## config.mk

```make
export PLATFORM = sky130hd
export DESIGN_NAME = alu_exec_flat
export DESIGN_NICKNAME = d
export VERILOG_FILES = /design/src/rtl/alu_pkg.sv /design/src/rtl/alu_exec_if.sv /design/src/rtl/alu_core.sv /design/src/rtl/alu_exec.sv /design/src/flat_wrapper.sv
export SDC_FILE = /design/constraint.sdc
export NUM_CORES = 1
export LEC_CHECK = 0
export BUFFER_PORTS_ARGS = -buffer_cell sky130_fd_sc_hd__buf_2
export CAP_MARGIN = 20
export CORE_ASPECT_RATIO = 0.8
export CORE_UTILIZATION = 50
export DETAILED_ROUTE_END_ITERATION = 10
export GPL_TIMING_DRIVEN = 0
export PLACE_DENSITY = 0.77
export REMOVE_ABC_BUFFERS = 1
export SLEW_MARGIN = 20
export SYNTH_ARGS = -nofsm -noshare
export SYNTH_HDL_FRONTEND = slang
export SYNTH_SLANG_ARGS = --single-unit
```

## constraint.sdc

```tcl
create_clock -name clk -period 2.3 [get_ports clk]
set_clock_uncertainty 0.1 [all_clocks]
set_input_delay 0 -clock clk [delete_from_list [all_inputs] [get_ports clk]]
set_output_delay 0 -clock clk [all_outputs]
set_load 0.01 [all_outputs]
```

## src/rtl/alu_pkg.sv

```systemverilog
// Shared ALU definitions: operation encodings (also used by the ALU control
// stage), execute-stage FSM states and a shift-code helper.
package alu_pkg;

  typedef enum logic [3:0] {
    OP_AND = 4'h0,
    OP_OR  = 4'h1,
    OP_ADD = 4'h2,
    OP_SLL = 4'h3,
    OP_SUB = 4'h6,
    OP_XOR = 4'h7,
    OP_SRL = 4'h8
  } alu_op_e;

  typedef enum logic [1:0] {
    IDLE,
    SHIFT,
    DONE
  } alu_state_e;

  localparam int unsigned DATA_W  = 32;
  localparam int unsigned SHAMT_W = 5;

  function automatic logic is_shift(input logic [3:0] code);
    return (code == OP_SLL) || (code == OP_SRL);
  endfunction

endpackage

```

## src/rtl/alu_exec_if.sv

```systemverilog
// Handshake bundle between decode stage, ALU execute stage and result consumer.
interface alu_exec_if;
  import alu_pkg::*;

  logic              in_valid;
  logic              in_ready;
  logic [3:0]        alu_decode;
  logic [DATA_W-1:0] op_a;
  logic [DATA_W-1:0] op_b;
  logic              flush;
  logic              out_valid;
  logic              out_ready;
  logic [DATA_W-1:0] result;
  logic              zero;

  modport master (
    output in_valid, alu_decode, op_a, op_b, flush, out_ready,
    input  in_ready, out_valid, result, zero
  );

  modport slave (
    input  in_valid, alu_decode, op_a, op_b, flush, out_ready,
    output in_ready, out_valid, result, zero
  );

endinterface

```

## src/rtl/alu_core.sv

```systemverilog
// Combinational ALU datapath. Barrel shifter is present only when
// ALU_FAST_SHIFT_EN is defined; otherwise shift codes yield 0 here.
module alu_core
  import alu_pkg::*;
(
  input  logic [3:0]        code,
  input  logic [DATA_W-1:0] a,
  input  logic [DATA_W-1:0] b,
  output logic [DATA_W-1:0] y
);

  always_comb begin
    y = '0;
    case (code)
      OP_AND:  y = a & b;
      OP_OR:   y = a | b;
      OP_ADD:  y = a + b;
      OP_SUB:  y = a - b;
      OP_XOR:  y = a ^ b;
`ifdef ALU_FAST_SHIFT_EN
      OP_SLL:  y = a << b[SHAMT_W-1:0];
      OP_SRL:  y = a >> b[SHAMT_W-1:0];
`endif
      default: y = '0;
    endcase
  end

endmodule

```

## src/rtl/alu_exec.sv

```systemverilog
// ALU execute stage: valid/ready handshake, registered result/zero, iterative
// one-bit-per-cycle shifter (single-cycle when ALU_FAST_SHIFT_EN is defined).
module alu_exec
  import alu_pkg::*;
(
  input  logic       clk,
  input  logic       rst,
  alu_exec_if.slave  bus
);

  alu_state_e          state_q, state_d;
  logic [DATA_W-1:0]   result_q, result_d;
  logic                zero_q, zero_d;
  logic [DATA_W-1:0]   work_q, work_d;
  logic [SHAMT_W-1:0]  count_q, count_d;
  logic                left_q, left_d;
  logic [DATA_W-1:0]   core_y;
  logic [DATA_W-1:0]   shifted;

  alu_core u_core (
    .code (bus.alu_decode),
    .a    (bus.op_a),
    .b    (bus.op_b),
    .y    (core_y)
  );

  assign shifted = left_q ? {work_q[DATA_W-2:0], 1'b0} : {1'b0, work_q[DATA_W-1:1]};

  always_comb begin
    state_d  = state_q;
    result_d = result_q;
    zero_d   = zero_q;
    work_d   = work_q;
    count_d  = count_q;
    left_d   = left_q;
    if (bus.flush) begin
      state_d = IDLE;
    end else begin
      case (state_q)
        IDLE: begin
          if (bus.in_valid) begin
`ifdef ALU_FAST_SHIFT_EN
            result_d = core_y;
            zero_d   = (core_y == '0);
            state_d  = DONE;
`else
            if (is_shift(bus.alu_decode) && (bus.op_b[SHAMT_W-1:0] != '0)) begin
              work_d  = bus.op_a;
              count_d = bus.op_b[SHAMT_W-1:0];
              left_d  = (bus.alu_decode == OP_SLL);
              state_d = SHIFT;
            end else if (is_shift(bus.alu_decode)) begin
              result_d = bus.op_a;
              zero_d   = (bus.op_a == '0);
              state_d  = DONE;
            end else begin
              result_d = core_y;
              zero_d   = (core_y == '0);
              state_d  = DONE;
            end
`endif
          end
        end
        SHIFT: begin
          // result/zero are only updated on the final step, so intermediate
          // shift values never reach the outputs.
          work_d  = shifted;
          count_d = count_q - 1'b1;
          if (count_q == SHAMT_W'(1)) begin
            result_d = shifted;
            zero_d   = (shifted == '0);
            state_d  = DONE;
          end
        end
        DONE: begin
          if (bus.out_ready) state_d = IDLE;
        end
        default: state_d = IDLE;
      endcase
    end
  end

  always_ff @(posedge clk or posedge rst) begin
    if (rst) begin
      state_q  <= IDLE;
      result_q <= '0;
      zero_q   <= 1'b1;
      work_q   <= '0;
      count_q  <= '0;
      left_q   <= 1'b0;
    end else begin
      state_q  <= state_d;
      result_q <= result_d;
      zero_q   <= zero_d;
      work_q   <= work_d;
      count_q  <= count_d;
      left_q   <= left_d;
    end
  end

  assign bus.in_ready  = (state_q == IDLE);
  assign bus.out_valid = (state_q == DONE);
  assign bus.result    = result_q;
  assign bus.zero      = zero_q;

endmodule

```

## src/flat_wrapper.sv

```systemverilog
// flat-port wrapper written by rule: the top's interface ports become plain ports
module alu_exec_flat import alu_pkg::*;
  (clk, rst, bus_in_valid, bus_alu_decode, bus_op_a, bus_op_b, bus_flush, bus_out_ready, bus_in_ready, bus_out_valid, bus_result, bus_zero);
  alu_exec_if bus_i ();
  input  logic clk;
  input  logic rst;
  input wire logic [$bits(bus_i.in_valid)-1:0] bus_in_valid;
  input wire logic [$bits(bus_i.alu_decode)-1:0] bus_alu_decode;
  input wire logic [$bits(bus_i.op_a)-1:0] bus_op_a;
  input wire logic [$bits(bus_i.op_b)-1:0] bus_op_b;
  input wire logic [$bits(bus_i.flush)-1:0] bus_flush;
  input wire logic [$bits(bus_i.out_ready)-1:0] bus_out_ready;
  output wire logic [$bits(bus_i.in_ready)-1:0] bus_in_ready;
  output wire logic [$bits(bus_i.out_valid)-1:0] bus_out_valid;
  output wire logic [$bits(bus_i.result)-1:0] bus_result;
  output wire logic [$bits(bus_i.zero)-1:0] bus_zero;
  assign bus_i.in_valid = bus_in_valid;
  assign bus_i.alu_decode = bus_alu_decode;
  assign bus_i.op_a = bus_op_a;
  assign bus_i.op_b = bus_op_b;
  assign bus_i.flush = bus_flush;
  assign bus_i.out_ready = bus_out_ready;
  assign bus_in_ready = bus_i.in_ready;
  assign bus_out_valid = bus_i.out_valid;
  assign bus_result = bus_i.result;
  assign bus_zero = bus_i.zero;
  alu_exec u_core (.clk(clk), .rst(rst), .bus(bus_i));
endmodule
```

# Yosys cells after proc, flatten, opt, wreduce, memory -nomap -nowiden
# Cells that the tools add are included.
# W data, S select, Z words.
[totals]
word_cells = 66
output_inout_bits = 35
register_bits = 73
[op_classes]
n_bitwise = 4
n_mux = 24
add_sub_neg = 3
n_eq_ne = 16
n_reduce_logical = 13
[ops]
columns = ["cell", "count"]
rows = [
  ["$mux W32", 7],
  ["$pmux W32 S5", 1],
  ["$pmux W32 S2", 2],
  ["$logic_not A32 Y1", 3],
  ["$add A32 B32 Y32", 1],
  ["$and A32 B32 Y32", 1],
  ["$or A32 B32 Y32", 1],
  ["$sub A32 B32 Y32", 1],
  ["$xor A32 B32 Y32", 1],
  ["$mux W2", 5],
  ["$mux W5", 2],
  ["$pmux W5 S2", 1],
  ["$eq A4 B2 Y1 const B", 2],
  ["$eq A4 B3 Y1 const B", 2],
  ["$reduce_and A4 Y1", 2],
  ["$ne A3 B3 Y1 const B", 2],
  ["$pmux W2 S3", 1],
  ["$eq A5 B1 Y1 const B", 1],
  ["$reduce_and A5 Y1", 1],
  ["$reduce_bool A5 Y1", 1],
  ["$sub A5 B1 Y5 const B", 1],
  ["$eq A4 B1 Y1 const B", 1],
  ["$eq A4 B4 Y1 const B", 1],
  ["$logic_not A4 Y1", 1],
  ["other kinds (13)", 18],
]

# Longest topological paths before layout
# Gate-level depths: netlist of run 1.
[depth]
ltp_word = 7
mapped_depth = 21

# Cells and area by module
# From an unflattened synthesis of run 1, not the netlist that was laid out.
[hier_totals]
hier_cells = 1077
area_unflattened_um2 = 8617.0
[modules_own_cells]
columns = ["module", "instances", "cells_per_inst", "area_per_inst_um2"]
rows = [
  ["alu_exec", 1, 492, 4449.3],
  ["alu_core", 1, 585, 4167.7],
]

# Least setup slack after synthesis of run 1
# No wires, ideal clock.
[synth_path]
kind = "in2reg"
startpoint = "input bus_op_b[3]"
endpoint = "register u_core.result_q[31] (netlist: u_core.bus.result[31])"
arrival_ns = 3.731
required_ns = 2.075
stages = 20
path_buffers = 1
slack_ns = -1.656
setup_time_ns = 0.125
cell_sequence = "or3_1 nand3b_1 nand2b_1 or4_1 nor2_1 a21oi_1 xnor2_1 ha_1 clkbuf_1 a21o_1 a21o_1 a21oi_1 o21bai_1 a21oi_1 o211ai_1 nand4b_1 a21oi_2 a2111oi_2 a21oi_1 mux2_2"
[synth_between]
elab_chain_len = 6
elab_cells_between_ends = 11
cone_classes = "add/sub: 2; eq/ne: 1; mux: 5; reduce/logical: 3"
[synth_rtl]
columns = ["item", "line", "source"]
rows = [
  ["start: declaration", "flat_wrapper.sv:10", "input wire logic [$bits(bus_i.op_b)-1:0] bus_op_b;"],
  ["$sub A32 B32 Y32 or $add A32 B32 Y32 (tied branches)", "alu_core.sv:18, alu_core.sv:17", ""],
  ["$pmux W32 S5", "alu_core.sv:14", "case (code)"],
  ["$mux W32", "alu_exec.sv:52", "end else if (is_shift(bus.alu_decode)) begin"],
  ["$mux W32", "alu_exec.sv:47", "if (is_shift(bus.alu_decode) && (bus.op_b[SHAMT_W-1:0] != '0)) begin"],
  ["$mux W32", "alu_exec.sv:41", "if (bus.in_valid) begin"],
  ["$pmux W32 S2", "alu_exec.sv:39", "case (state_q)"],
  ["end signal: assignment", "alu_exec.sv:93", "result_q <= result_d;"],
  ["end: declaration", "alu_exec.sv:12", "logic [DATA_W-1:0] result_q, result_d;"],
]
# Several ways; a longest one is shown, not always the timed one. The select of a mux whose other input is x is not followed.
# A chain may end at the register's enable or synchronous reset.

# Final worst setup path of run 1
[layout_path]
startpoint = "input bus_op_b[5]"
endpoint = "register u_core.result_q[21] (netlist: u_core.bus.result[21])"
[layout_between]
elab_chain_len = 6
elab_cells_between_ends = 7
cone_classes = "add/sub: 2; mux: 5"
[layout_rtl]
columns = ["item", "line"]
rows = [
  ["$sub A32 B32 Y32 or $add A32 B32 Y32 (tied branches)", "alu_core.sv:18, alu_core.sv:17"],
  ["$pmux W32 S5 (*)", "alu_core.sv:14"],
  ["$mux W32 (*)", "alu_exec.sv:52"],
  ["$mux W32 (*)", "alu_exec.sv:47"],
  ["$mux W32 (*)", "alu_exec.sv:41"],
  ["$pmux W32 S2 (*)", "alu_exec.sv:39"],
]
# Every way passes the cells marked *; elsewhere a longest branch is shown, timed or not. The select of a mux whose other input is x is not followed.

==> impl_metrics.ini, run 1 <==
[yosys]
synth_mux_area_frac = 0.0490
yosys.area_share.simple = 0.191
synthArstFlopShare = 1.00
synth-main-ff-cell = dfrtp_1
synth-edff-count = 0
avgSynthCellArea_um2 = 7.57
ys_warn_count = 0
yosysUniqueCellTypes = 86
synth-adder-area-share = 0.147
ys_ff_latch = 73
synthesis.area_um2 = 8570
synth_top_family_by_area = compound AO/OA/AOI/OAI gates
synth_compound_area_frac = 0.272
synthCells = 1132
synthXorXnorAreaFrac = 0.0540
seq_area_frac_synth = 0.213

[layout]
drive_gt1_frac = 0.306
diodes = 0
layout_commonest_cell = nor2_1
synthToLayoutAreaGrowth_pct = 34.1
final_cell_mix = 131 x nor2_1, 103 x buf_2, 100 x a21oi_1, 84 x ha_1, 77 x nand2_1
nets = 1473

[cts]
cts.reportedPaths.clkPinSlew_ns = 0.05
numCtsBuffers = 9
clockBufferDepth = 2
cts_tree = built
clk_latency_ns = 0.34
cts.sinks = 73
root_buffer = clkbuf_16
cts-htree-levels = 3

[power_and_ir_drop]
ir_drop_v = 0.000436
power_leakage_nw = 5.04
finalPower_mw = 6.56
p_per_area_nw_per_um2 = 571

[status]
violations = setup timing
status = finished with violations

[critical_path]
max_stage_delay_ns = 0.58
slowest_stage = or4_4
startpoint_type = input pin
crit_type = input pin to flop
reg2reg_depth = 8
worstPathCellList = buf_8 -> or3_4 -> nand3b_1 -> nand2b_4 -> or4_4 -> o21ai_1 -> xnor2_1 -> ha_1 -> and2_4 -> nand3_4 -> a211oi_4 -> or2_4 -> nor2_1 -> a22oi_1 -> o21ai_0 -> mux2_2 -> a21oi_1 -> a21oi_1
crit_top_cell = a21oi_1
end_kind = flop
cp.required_ns = 2.42
path_max_fanout = 6
cp.arrival_ns = 4.11

[sta]
relSlewSlack = 0.290
fin_crit_sh = 1.73
fin_crit_ns = 3.99
rsz0062_at_grt = true
max_freq_mhz = 251
worstMarginPinSlew_ns = 1.07
drv_slew = 0
whs_ns = 0.00508
setup-violations-final = 30
setup_ws_ns = -1.69
finalHoldViolCount = 0

[global_routing]
antenna_found_initial = 1
grt_max_degree = 86
use_met3 = 0.0563
grt_use_total = 0.333
grt_overflow_total = 0
grtUsageMet1 = 0.440
busiest_layer = met2
use_met2 = 0.535
grt_pass1_wl_um = 46200
grt_pass1_vias = 8837

[min_path]
holdCritPathClass = input pin to flop
whs_path_depth = 3

[detailed_routing]
wl_per_cell_um = 20.2
via_per_inst = 6.31
drt_iter0_drc = 953
drc = 0
ant_nets = 0
drtPass1Iterations = 5
drt-total-wl_um = 30700
vias = 9620

[placed_design]
numPortBuffers = 107
place_congestion = 0.938
dp.final_hpwl_um = 20600

[job]
max_cap_viol_count = 0

[floorplanning]
core_area_um2 = 16700
io_pins = 108
dieWidth_um = 148
initial_core_util = 0.515
rows = 42
chipHeight_um = 119
dieArea_um2 = 17700
-- stage by stage --
stage                     setup TNS (ns)  area [um2]  instances  worst slack [ns]   util
after floorplan                   -81.83        8220       1067             -2.16      -
after detailed placement          -79.40        9240       1409             -2.50  0.555
final                             -32.53       11500       1525             -1.69  0.690
after global routing              -35.74       11500       1525             -1.84  0.690
after global placement           -239.57        9030       1394             -4.59  0.542
after CTS                         -29.40       10900       1503             -1.62  0.653
-- area by class of cell --
class | instances | area, um2
flip-flops and latches | 73 | 1830
repair buffers | 221 | 1620
well taps | 220 | 275
multi-input cells | 919 | 7180
fillers | 1292 | 5160
inverters | 76 | 288
clock inverters | 2 | 35.0
clock buffers | 14 | 274
-- final timing paths --
path	from	end	slack, ns
max in group asynchronous	rst	u_core.bus.zero$_DFFE_PP1P_	1.45
max reg2reg	u_core.state_q[0]$_DFFE_PP0P_	u_core.bus.zero$_DFFE_PP1P_	-0.59
min reg2reg	u_core.work_q[0]$_DFFE_PP0P_	u_core.work_q[0]$_DFFE_PP0P_	0.38
max	bus_op_b[5]	u_core.bus.result[21]$_DFFE_PP0P_	-1.69
min	bus_op_a[25]	u_core.work_q[25]$_DFFE_PP0P_	0.005
min in group asynchronous	rst	u_core.bus.result[7]$_DFFE_PP0P_	0.04
-- worst max-delay path, delay by kind of cell --
family	cells	cell delay, ns
simple gates	8	1.93
compound gates	6	1.18
fa+ha+maj	1	0.41
mux	1	0.35
xor+xnor	1	0.11
buf+inv	1	0.09
-- registers in the layout, indices dropped and copies added, names as in the netlist --
| register | flops |
|---|---|
| u_core.bus.result | 32 |
| u_core.work_q | 32 |
| u_core.count_q | 5 |
| u_core.state_q | 2 |
| u_core.bus.zero | 1 |
| u_core.left_q | 1 |
-- synthesized netlist by cell type, drive strengths merged, types with 3 or more instances --
cell	n	area, um2
or4	3	22.5
o21ai	94	474
a221oi	12	105
a21o	9	67.6
or2	3	18.8
or3	7	48.8
a31oi	20	131
a21oi	159	803
nand2	89	339
xor2	8	70.1
o22ai	4	25.0
mux2	8	90.1
and3	6	38.8
nand4	14	87.6
nor2	141	529
ha	99	1240
clkbuf	46	223
nor4	16	121
nand3	10	50.1
inv	76	285
o21bai	3	22.5
dfrtp	72	1800
a211oi	9	82.6
o211a	4	40.0
o31ai	4	30.0
o2111ai	3	32.5
nor3	22	110
o211ai	13	103
xnor2	44	393
a21boi	3	22.5
nand4b	4	35.0
o21a	4	30.0
a22oi	18	135
mux2i	33	330
and2	4	25.0
buf	18	95.1
nor2b	7	53.8
nand2b	11	76.3
nor4b	3	32.5
-- kinds of logic (layout without fill, tap and decap cells) --
family | after synthesis | count (layout)
buffers and inverters | 141 | 313
XOR/XNOR | 52 | 52
adder cells (fa/ha/maj) | 100 | 100
AND/OR/NAND/NOR | 345 | 346
AO/OA/AOI/OAI | 380 | 380
multiplexers | 41 | 41
flip-flops | 73 | 73
-- routing by layer --
| metal | vias to the layer above | wire [um] | share of wire |
|---|---|---|---|
| met3 | 131 | 2860 | 0.093 |
| met4 | 2 | 1410 | 0.046 |
| li1 | 4403 | - | - |
| met5 | - | 10 | 0.00033 |
| met2 | 546 | 14100 | 0.46 |
| met1 | 4538 | 12300 | 0.40 |
-- report_power, final --
| part | switching [mW] | internal [mW] |
|---|---|---|
| clock network | 0.525 | 0.928 |
| logic | 1.79 | 1.37 |
| registers | 0.293 | 1.66 |
-- repair_timing --
action                                  CTS  global route
setup buffers                            45            22
hold buffers                             32             0
endpoints found under the hold margin   102             0
cloned                                    1             0
pin swaps                                71            88
endpoints found under the setup margin   70            57
gates resized for setup                 159            91
Note: power is estimated with default switching activity, not from simulation.
==> run 2, diff against run 1 <==
Settings changed: BUFFER_PORTS_ARGS -buffer_cell sky130_fd_sc_hd__buf_2 to -buffer_cell sky130_fd_sc_hd__buf_4, GPL_TIMING_DRIVEN 0 to unset.
==> impl_metrics.ini, run 2 (same netlist as run 1, synthesis figures left out) <==
[floorplanning]
chipHeight_um = 119
dieArea_um2 = 17700
rows = 42
io_pins = 108
dieWidth_um = 148
core_area_um2 = 16700
initial_core_util = 0.515

[critical_path]
cp.required_ns = 2.46
startpoint_type = input pin
r2r_slack_ns = -0.05
reg2reg_to = u_core.bus.zero$_DFFE_PP1P_
cp.arrival_ns = 4.10
slowest_stage = or4_4
crit_type = input pin to flop
regToRegStartpoint = u_core.left_q$_DFFE_PP0P_
worstPathCellList = buf_6 -> or3_4 -> nand3b_1 -> nand2b_4 -> or4_4 -> nor2_4 -> a31oi_2 -> xnor2_1 -> ha_1 -> a21o_1 -> a21o_1 -> a21oi_2 -> mux2_4 -> o21ai_4 -> a211oi_4 -> o211a_1 -> nand4_1 -> nor4_2 -> nand3_1 -> a31oi_1
end_kind = flop
crit_family = simple AND/OR/NAND/NOR gates
path_max_fanout = 5
reg2reg_depth = 9
critPathBufInv = 1
max_stage_delay_ns = 0.58
crit_cells = 20
crit_top_cell = a21o_1

[sta]
setup_ws_ns = -1.64
fin_crit_sh = 1.71
rsz0062_at_grt = true
whs_ns = 0.0106
setup-violations-final = 30
max_freq_mhz = 254
drv_slew = 0
fin_crit_ns = 3.94
finalHoldViolCount = 0
timing.setup.tns_ns = -33.06
relSlewSlack = 0.507
worstMarginPinSlew_ns = 0.737

[detailed_routing]
drc = 0
vias = 10800
drt_iter0_drc = 1139
via_per_inst = 6.25
drt-total-wl_um = 36600
wl_per_cell_um = 21.2
drtPass1Iterations = 6
ant_nets = 0

[min_path]
whs_path_depth = 4
hold_start = bus_op_a[18]
holdCritPathClass = input pin to flop
min_to = u_core.work_q[18]$_DFFE_PP0P_

[global_routing]
grt_pass1_wl_um = 50600
grt_max_degree = 74
grt_use_total = 0.363
grt_pass1_vias = 10000
grt_overflow_total = 0
antenna_found_initial = 0

[power_and_ir_drop]
p_switching_mw = 2.80
ir_drop_v = 0.000512
power_leakage_nw = 6.14
finalPower_mw = 7.16
sw_frac_of_total = 0.391
clock_power_share = 0.196
pwr-share-comb = 0.529
power.internal_mw = 4.36
p_per_area_nw_per_um2 = 534
seq_power_share = 0.275

[cts]
cts_tree = built
clk_latency_ns = 0.33
cts-htree-levels = 3
root_buffer = clkbuf_16
cts.sinks = 73
numCtsBuffers = 9
clockBufferDepth = 2
cts.reportedPaths.clkPinSlew_ns = 0.06

[status]
violations = setup timing
status = finished with violations

[layout]
nets = 1675
drive_gt1_frac = 0.423
synthToLayoutAreaGrowth_pct = 56.2
diodes = 0
finalInstanceArea_um2 = 13400
final_util = 0.804
layout_commonest_cell = buf_4
stdcell_count = 1726
final_cell_mix = 373 x buf_4, 127 x nor2_1, 100 x a21oi_1, 89 x ha_1, 73 x nand2_1

[placed_design]
dp_slack_ns = -2.18
dp.final_hpwl_um = 24600
dp.cells = 1667
post_dp_cell_area_um2 = 11400
numPortBuffers = 107
place_congestion = 0.924

[job]
max_cap_viol_count = 0
[run 2: cell types whose count changed in the layout (fill, tap and decap cells not counted), sizes merged]
cell / previous run / this run
and2: 5 / 4
buf: 187 / 415
clkbuf: 15 / 12
clkinv: 1 / 2
dlygate4sd3: 32 / 9
dlymetal6s2s: 1 / 0
[run 2: worst max path at each step]
stage,start,end,slack (ns)
4_1_cts,bus_op_b[4],u_core.bus.zero$_DFFE_PP1P_,-1.51
3_5_place_dp,bus_op_b[3],u_core.bus.zero$_DFFE_PP1P_,-2.18
6_report,bus_op_b[4],u_core.bus.zero$_DFFE_PP1P_,-1.64
3_3_place_gp,bus_op_b[3],u_core.bus.zero$_DFFE_PP1P_,-2.06
2_1_floorplan,bus_alu_decode[1],u_core.bus.result[21]$_DFFE_PP0P_,-2.16
5_1_grt,bus_op_b[4],u_core.bus.zero$_DFFE_PP1P_,-1.81
[run 2: tightest hold or removal path, stage by stage]
cell,delay [ns]
buf_4,0.09
buf_4,0.12
a21oi_1,0.06
o21ai_0,0.13
[run 2: repair_timing]
action / CTS / global route
gates resized for setup: 129 / 155
endpoints found under the hold margin: 79 / 1
pin swaps: 74 / 87
setup buffers: 14 / 29
setup endpoints to repair: 32 / 31
hold buffers: 8 / 1
[run 2: power groups by stage]
stage | clock (mW) | combinational (mW) | sequential (mW)
final | 1.40 | 3.78 | 1.97
after global routing | 1.47 | 4.05 | 2.01
after global placement | 0 | 2.96 | 1.95
after CTS | 1.40 | 3.30 | 1.95
after floorplan | 0 | 1.52 | 1.97
after detailed placement | 0 | 3.02 | 1.96
[run 2: layout make-up]
| cell class | count | area [um2] |
|---|---|---|
| Inverter | 76 | 288 |
| Fill cell | 1025 | 3270 |
| Clock buffer | 12 | 256 |
| Sequential cell | 73 | 1830 |
| Timing Repair Buffer | 424 | 3430 |
| Multi-Input combinational cell | 918 | 7270 |
| Tap cell | 220 | 275 |
| Clock inverter | 3 | 40.0 |
[run 2: metal layers]
metal | vias to the layer above | part of all wire | global-route usage
met5 | - | 0 | 0
met4 | 0 | 0.061 | 0.137
met3 | 195 | 0.093 | 0.0456
met2 | 698 | 0.47 | 0.609
met1 | 5096 | 0.38 | 0.474
li1 | 4795 | - | -
==> run 3, diff against run 2 <==
Settings changed: GPL_TIMING_DRIVEN set to 0.
==> impl_metrics.ini, run 3 (same netlist as run 1, synthesis figures left out) <==
[placed_design]
dp_slack_ns = -2.55
post_dp_cell_area_um2 = 9510
dp.final_hpwl_um = 21200
place_congestion = 0.940
numPortBuffers = 107

[critical_path]
reg2reg_depth = 8
crit_type = input pin to flop
slowest_stage = or4_4
end_kind = flop
regToRegStartpoint = u_core.state_q[0]$_DFFE_PP0P_
r2r_slack_ns = -0.59
worstPathCellList = buf_8 -> or3_4 -> nand3b_1 -> nand2b_4 -> or4_4 -> buf_4 -> nor3_4 -> nor2_1 -> xnor2_1 -> ha_2 -> a21o_1 -> o21bai_1 -> a21oi_1 -> o211ai_1 -> a21o_1 -> a21oi_2 -> a2111oi_4 -> a21oi_2 -> mux2_4
reg2reg_to = u_core.bus.zero$_DFFE_PP1P_
crit_family = simple AND/OR/NAND/NOR gates
cp.required_ns = 2.42
cp.arrival_ns = 4.36
critPathBufInv = 2
startpoint_type = input pin
path_max_fanout = 5
max_stage_delay_ns = 0.59

[layout]
drive_gt1_frac = 0.307
nets = 1482
diodes = 0
final_cell_mix = 160 x buf_4, 129 x nor2_1, 104 x a21oi_1, 84 x ha_1, 72 x nand2_1
layout_commonest_cell = buf_4
synthToLayoutAreaGrowth_pct = 39.7
finalInstanceArea_um2 = 12000
n_fill_cell = 1200

[cts]
root_buffer = clkbuf_16
cts.reportedPaths.clkPinSlew_ns = 0.06
cts.sinks = 73
clk_latency_ns = 0.34
cts_tree = built
clockBufferDepth = 2
numCtsBuffers = 9
cts-htree-levels = 3

[min_path]
whs_path_depth = 3
holdCritPathClass = input pin to flop
hold_start = bus_op_a[1]
min_to = u_core.work_q[1]$_DFFE_PP0P_

[job]
max_cap_viol_count = 0

[sta]
fin_crit_sh = 1.84
setup_ws_ns = -1.94
max_freq_mhz = 236
fin_crit_ns = 4.24
setup-violations-final = 30
whs_ns = 0.0252
worstMarginPinSlew_ns = 1.20
finalHoldViolCount = 0
rsz0062_at_grt = true
timing.setup.tns_ns = -33.12
relSlewSlack = 0.202
drv_slew = 0

[power_and_ir_drop]
power_leakage_nw = 5.21
finalPower_mw = 6.84
ir_drop_v = 0.000353
p_per_area_nw_per_um2 = 571

[detailed_routing]
wl_per_cell_um = 21.4
drc = 0
vias = 9880
drt_iter0_drc = 1065
via_per_inst = 6.44
drt-total-wl_um = 32800
ant_nets = 0
drtPass1Iterations = 6

[global_routing]
grt_pass1_wl_um = 48900
grt_use_total = 0.355
antenna_found_initial = 0
grt_max_degree = 86
grt_overflow_total = 0
grt_pass1_vias = 9319

[status]
status = finished with violations
violations = setup timing

[floorplanning]
dieArea_um2 = 17700
core_area_um2 = 16700
rows = 42
chipHeight_um = 119
initial_core_util = 0.515
io_pins = 108
dieWidth_um = 148
==> run 3: cell types whose count changed in the layout (fill, tap and decap cells not counted), moves of 4 or more <==
cell / before / now
buf_4: 373 / 160
dlygate4sd3_1: 9 / 42
buf_6: 33 / 15
ha_2: 1 / 9
ha_1: 89 / 84
a21oi_1: 100 / 104
a21oi_2: 50 / 46
xnor2_1: 30 / 34
xnor2_2: 12 / 8
==> run 3: metrics by stage <==
step / util / std cells
final: 0.719 / 1534
after global routing: 0.719 / 1534
after CTS: 0.687 / 1520
after detailed placement: 0.571 / 1408
after global placement: 0.558 / 1394
after floorplan: - / 1067
==> run 3: power by group <==
group | switching, mW | internal (mW)
logic | 1.83 | 1.48
registers | 0.309 | 1.66
clock network | 0.556 | 1.01
total | 2.69 | 4.15
==> run 3: cell type report <==
class	instances	area (um2)	area share
tap	220	275	0.0230
timing repair buffer	230	2040	0.170
inverter	76	288	0.0240
clock buffer	12	256	0.0214
clock inverter	4	75.1	0.00627
multi-input combinational	919	7220	0.602
sequential	73	1830	0.153
==> run 3: layer usage <==
layer	share of wire	wire, um	up-vias	global-route usage
li1	-	-	4414	-
met1	0.39	12700	4670	0.449
met2	0.45	14800	626	0.576
met3	0.10	3270	170	0.0651
met4	0.061	2010	0	0.183
met5	0	0	-	0
==> run 3: worst min-delay path: stages <==
cell,delay (ns)
buf_4,0.17
o21ai_0,0.16
o21ai_0,0.07
==> run 3: what timing repair did <==
action | in CTS | in global routing
gates cloned | 2 | 0
pin swaps | 105 | 77
hold endpoints to repair | 112 | 0
setup buffers | 52 | 15
hold buffers | 42 | 0
endpoints found under the setup margin | 53 | 48
resized for setup | 183 | 88
==> run 3: worst max path at each step <==
stage / from / end / slack (ns) / cells past startpoint
after floorplan: bus_alu_decode[1] / u_core.bus.result[21]$_DFFE_PP0P_ / -2.16 / 17
after global placement: bus_alu_decode[1] / u_core.bus.result[21]$_DFFE_PP0P_ / -4.52 / 18
after detailed placement: bus_alu_decode[1] / u_core.bus.result[31]$_DFFE_PP0P_ / -2.55 / 19
after CTS: bus_op_b[5] / u_core.bus.zero$_DFFE_PP1P_ / -1.58 / 21
after global routing: bus_op_b[3] / u_core.bus.result[31]$_DFFE_PP0P_ / -1.95 / 19
final: bus_op_b[3] / u_core.bus.result[31]$_DFFE_PP0P_ / -1.94 / 19
